### config.mk
export PLATFORM = sky130hd
export DESIGN_NAME = ifetch
export DESIGN_NICKNAME = d
export VERILOG_FILES = /design/src/rtl/ifetch.sv
export SDC_FILE = /design/constraint.sdc
export NUM_CORES = 1
export LEC_CHECK = 0
export ABC_AREA = 1
export BUFFER_PORTS_ARGS = -buffer_cell sky130_fd_sc_hd__buf_4
export CAP_MARGIN = 20
export CELL_PAD_IN_SITES_DETAIL_PLACEMENT = 1
export CELL_PAD_IN_SITES_GLOBAL_PLACEMENT = 1
export CORE_UTILIZATION = 27
export DETAILED_ROUTE_END_ITERATION = 8
export PLACE_DENSITY_LB_ADDON = 0.05
export SKIP_LAST_GASP = 1
export SYNTH_ARGS = -nofsm -noshare
export SYNTH_HDL_FRONTEND = slang
export SYNTH_SLANG_ARGS = --single-unit
### constraint.sdc
create_clock -name clock -period 5.8 [get_ports clock]
set_input_delay 0.29 -clock clock [delete_from_list [all_inputs] [get_ports clock]]
set_output_delay 0.29 -clock clock [all_outputs]
set_load 0.02 [all_outputs]
### src/rtl/ifetch.sv
// ifetch: instruction fetch front end with credit-limited issue, in-order response FIFO and redirect flush.
// Optional IFETCH_BYPASS_EN hands a response straight to decode when the FIFO is empty.
`ifndef PC_PLUS_4
`define PC_PLUS_4 2'd0
`endif
`ifndef PC_JAL
`define PC_JAL 2'd1
`endif
`ifndef PC_JALR
`define PC_JALR 2'd2
`endif
`ifndef PC_BRANCH
`define PC_BRANCH 2'd3
`endif

module ifetch #(
  parameter int unsigned DEPTH    = 4,
  parameter logic [31:0] RESET_PC = 32'd0
) (
  input  logic        clock,
  input  logic        reset,
  input  logic [1:0]  redir_sel,
  input  logic [31:0] jal,
  input  logic [31:0] jalr,
  input  logic [31:0] branch,
  output logic        imem_req_valid,
  input  logic        imem_req_ready,
  output logic [31:0] imem_req_addr,
  input  logic        imem_rsp_valid,
  input  logic [31:0] imem_rsp_data,
  output logic        instr_valid,
  input  logic        instr_ready,
  output logic [31:0] instr,
  output logic [31:0] instr_pc
);

  localparam int unsigned PW = $clog2(DEPTH);
  localparam int unsigned CW = $clog2(DEPTH + 1);

  logic [31:0]   fetch_addr;
  logic [31:0]   rsp_pc;
  logic [31:0]   target;
  logic [CW-1:0] inflight;
  logic [CW-1:0] drop_cnt;
  logic [CW-1:0] fifo_count;
  logic [PW-1:0] wr_ptr;
  logic [PW-1:0] rd_ptr;
  logic [31:0]   fifo_instr [DEPTH];
  logic [31:0]   fifo_pc    [DEPTH];
  logic [CW+1:0] used;
  logic          redirect;
  logic          fifo_empty;
  logic          req_fire;
  logic          rsp_live;
  logic          rsp_drop;
  logic          rsp_keep;
  logic          bypass;
  logic          push;
  logic          pop;

  always_comb begin
    target = fetch_addr;
    case (redir_sel)
      `PC_JAL:    target = jal;
      `PC_JALR:   target = jalr;
      `PC_BRANCH: target = branch;
      default:    target = fetch_addr;
    endcase
  end

  // inflight counts only live requests; requests already marked for discard sit in drop_cnt
  assign used           = {2'b00, inflight} + {2'b00, drop_cnt} + {2'b00, fifo_count};
  assign redirect       = (redir_sel != `PC_PLUS_4);
  assign imem_req_valid = !reset && !redirect && (used < (CW+2)'(DEPTH));
  assign imem_req_addr  = fetch_addr;
  assign req_fire       = imem_req_valid && imem_req_ready;
  assign rsp_live       = imem_rsp_valid && (drop_cnt == '0);
  assign rsp_drop       = imem_rsp_valid && (drop_cnt != '0);
  assign rsp_keep       = !reset && rsp_live && !redirect;
  assign fifo_empty     = (fifo_count == '0);

`ifdef IFETCH_BYPASS_EN
  assign bypass      = fifo_empty && rsp_keep;
  assign instr_valid = !reset && (!fifo_empty || bypass);
  assign instr       = fifo_empty ? imem_rsp_data : fifo_instr[rd_ptr];
  assign instr_pc    = fifo_empty ? rsp_pc : fifo_pc[rd_ptr];
`else
  assign bypass      = 1'b0;
  assign instr_valid = !reset && !fifo_empty;
  assign instr       = fifo_instr[rd_ptr];
  assign instr_pc    = fifo_pc[rd_ptr];
`endif

  assign pop  = !fifo_empty && instr_valid && instr_ready;
  assign push = rsp_keep && !(bypass && instr_ready);

  always_ff @(posedge clock) begin
    if (reset) begin
      fetch_addr <= RESET_PC;
      rsp_pc     <= RESET_PC;
      inflight   <= '0;
      drop_cnt   <= '0;
      wr_ptr     <= '0;
      rd_ptr     <= '0;
      fifo_count <= '0;
    end else if (redirect) begin
      // every outstanding request becomes wrong-path; a response arriving now retires one of them
      fetch_addr <= target;
      rsp_pc     <= target;
      inflight   <= '0;
      drop_cnt   <= drop_cnt + inflight - CW'(imem_rsp_valid);
      wr_ptr     <= '0;
      rd_ptr     <= '0;
      fifo_count <= '0;
    end else begin
      if (req_fire) fetch_addr <= fetch_addr + 32'd1;
      if (rsp_keep) rsp_pc <= rsp_pc + 32'd1;
      inflight <= inflight + CW'(req_fire) - CW'(rsp_live);
      if (rsp_drop) drop_cnt <= drop_cnt - CW'(1);
      if (push) wr_ptr <= wr_ptr + PW'(1);
      if (pop) rd_ptr <= rd_ptr + PW'(1);
      fifo_count <= fifo_count + CW'(push) - CW'(pop);
    end
  end

  always_ff @(posedge clock) begin
    if (push) begin
      fifo_instr[wr_ptr] <= imem_rsp_data;
      fifo_pc[wr_ptr]    <= rsp_pc;
    end
  end

endmodule

==> impl_metrics.env <==
export IMPL_grt_overflow=0
export IMPL_cts_buffer_depth=3
export IMPL_nets=2088
export IMPL_grt_start_max_net_pins=85
export IMPL_synth_ff_type="edfxtp_1"
export IMPL_peakVddDrop_v=0.000175
export IMPL_rsz0062_at_grt="false"
export IMPL_multi_input_area_mm2=0.00547
export IMPL_syn_to_final_growth_pct=27.1
export IMPL_ant_nets=0
export IMPL_fin_crit_sh_pct=62.7
export IMPL_cts_reportedPaths_clkPinSlew_ns=0.05
export IMPL_final_util_pct=34.8
export IMPL_vias=12500
export IMPL_layoutNonFillerInstCount=2715
export IMPL_avgSynthCellArea_um2=9.23
export IMPL_grt_pass1_vias=13200
export IMPL_dp_final_hpwl_mm=34.7
export IMPL_yosysSeqAreaShare_pct=59.9
export IMPL_max_freq_ghz=0.275
export IMPL_io_buffers=232
export IMPL_dp_slack_ns=2.29
export IMPL_start_util_pct=27.4
export IMPL_fin_area_mm2=0.0197
export IMPL_synth_top_cell_by_area="edfxtp_1"
export IMPL_postRouteWirelength_mm=51.6
export IMPL_seqCellArea_mm2=0.00927
export IMPL_synth_top_area_share_pct=49.7
export IMPL_power_density_mw_per_mm2=290
export IMPL_endpoint_kind="output port"
export IMPL_insertion_delay_ns=0.56
export IMPL_place_congestion=0.800
export IMPL_status="completed"
export IMPL_finalPower_mw=5.70
export IMPL_finalSetupViolations=0
export IMPL_drt_iter0_drc=582
export IMPL_start_kind="flop"
export IMPL_fin_worst_skew_ns=0.00961
export IMPL_worst_pin_slew_ns=1.07
export IMPL_hold_start="reset"
export IMPL_reg2reg_from="inflight[1]"
export IMPL_cts_max_level=2
export IMPL_synth_warnings=0
export IMPL_place_area_mm2=0.0181
export IMPL_drive_above_1_share_pct=16.4
export IMPL_final_max_slew_viol_count=0
export IMPL_arrival_ns=3.35
export IMPL_num_io_pins=233
export IMPL_whs_ns=0.0491
export IMPL_yosysMostFrequentCell="nand2_1"
export IMPL_min_path_type="in -> reg"
export IMPL_die_height_um=241
export IMPL_syn_inst=1676
export IMPL_cpPeakStageDelay_ns=0.88
export IMPL_crit_family="buffers and inverters"
export IMPL_cts_root_buf="clkbuf_16"
export IMPL_layout_setup_ws_ns=2.16
export IMPL_synth_fp_nets=1835
export IMPL_die_w_um=241
export IMPL_path_buf_inv=3
export IMPL_wl_per_cell_um=19.0
export IMPL_drc_errors=0
export IMPL_nFillCells=6482
export IMPL_yosys_cell_types_count=38
export IMPL_drt_vias_per_instance=4.61
export IMPL_synth_edf_count=256
export IMPL_grt_use_total_pct=17.8
export IMPL_die_area_mm2=0.0583
export IMPL_crit_type="reg -> out"
export IMPL_syn_area_mm2=0.0155
export IMPL_firstDrtPassIters=4
export IMPL_rows=87
export IMPL_synthArstFlopShare_pct=0
export IMPL_fin_crit_ns=3.64
export IMPL_critPathSlowestCell="clkinv_2"
export IMPL_cp_required_ns=5.51
export IMPL_crit_fanout=67
export IMPL_ys_top_cells_by_count="nand2_1, nor2_1, edfxtp_1"
export IMPL_tns_ns=0
export IMPL_ys_ff_latch=335
export IMPL_maxCapViolations=0
export IMPL_slew_headroom_pct=28.3
export IMPL_antenna_found_initial=0
export IMPL_synth_area_leaders="edfxtp_1, dfxtp_1, nand2_1, nor2_1, o21ai_0"
export IMPL_leakage_nw=7.50
export IMPL_cts_resized=0
export IMPL_dp_cells=2608
export IMPL_crit_chain="clkinv_2, buf_4, o21ai_0, o22ai_1, buf_4"
export IMPL_grt_pass1_wl_mm=77.9
export IMPL_cts_sinks=335
export IMPL_cts_tree="yes"
export IMPL_cts_buffers=42
export IMPL_hold_violations=0
export IMPL_cpMostUsedCell="buf_4"
export IMPL_core_area_mm2=0.0565
[layout by cell type (no fill, tap or decap), drive strengths merged, types with 2 or more instances in the layout]
cell type and count:
xnor2 10, nor3 16, clkinv 17, buf 250, clkbuf 56, dlygate4sd3 32
nand4 4, dfxtp 79, clkinvlp 2, a31oi 7, and2 2, fa 6
nor2 292, nand3b 15, xor2 13, ha 18, edfxtp 256, nand2 352
a21oi 73, a22o 2, o22ai 64, o211ai 3, nand3 65, inv 121
o21ai 197
[area by class of cell]
type | count | share of cell area (%)
flip-flops and latches | 335 | 47.2
well taps | 756 | 4.81
repair buffers | 282 | 11.4
inverters | 124 | 2.37
clock inverters | 17 | 0.662
multi-input cells | 1144 | 27.8
clock buffers | 56 | 5.72
diodes | 1 | 0.0127
[power breakdown]
| group | internal [mW] | switching, mW | total [mW] |
|---|---|---|---|
| Sequential | 2.65 | 0.0961 | 2.75 |
| Clock | 1.41 | 1.02 | 2.42 |
| Combinational | 0.221 | 0.307 | 0.528 |
| Total | 4.28 | 1.42 | 5.70 |
[per-layer routing]
metal / track usage (%) / part of all wire (%) / wire length (um)
met5: 0 / 0 / 0
met4: 3.99 / 1.6 / 801
met3: 3.24 / 3.9 / 2010
met2: 31.6 / 50 / 25700
met1: 22.3 / 45 / 23100
[kinds of logic (layout without fill, tap and decap cells)]
logic type      count (synthesis)  in the layout  share of synthesized area (%)
buf+inv                       197            479                           4.89
other cells                     0              1                              0
fa+ha+maj                      24             24                           2.23
flops                         335            335                           59.9
compound gates                349            349                           12.1
xor+xnor                       23             23                           1.30
simple gates                  748            748                           19.6
[repair_timing]
action / in CTS / in global routing
endpoints found under the setup margin: 0 / 0
buffers inserted: 0 / 0
hold endpoints to repair: 128 / 0
hold buffers: 32 / 0
[final timing paths]
path / slack, ns / depth (start not counted) / end
min: 0.05 / 2 / imem_req_addr[4]
min reg2reg: 0.46 / 2 / flop
max: 2.16 / 5 / instr_pc[23]
max reg2reg: 2.34 / 13 / inflight[2]
[registers in the layout, summed over array words and instances (netlist names), named ones only]
register,cells
rsp_pc,32
fifo_count,3
fifo_instr,128
rd_ptr,2
wr_ptr,2
inflight,3
drop_cnt,3
fifo_pc,128
imem_req_addr,32
Note: power is estimated with default switching activity, not from simulation.
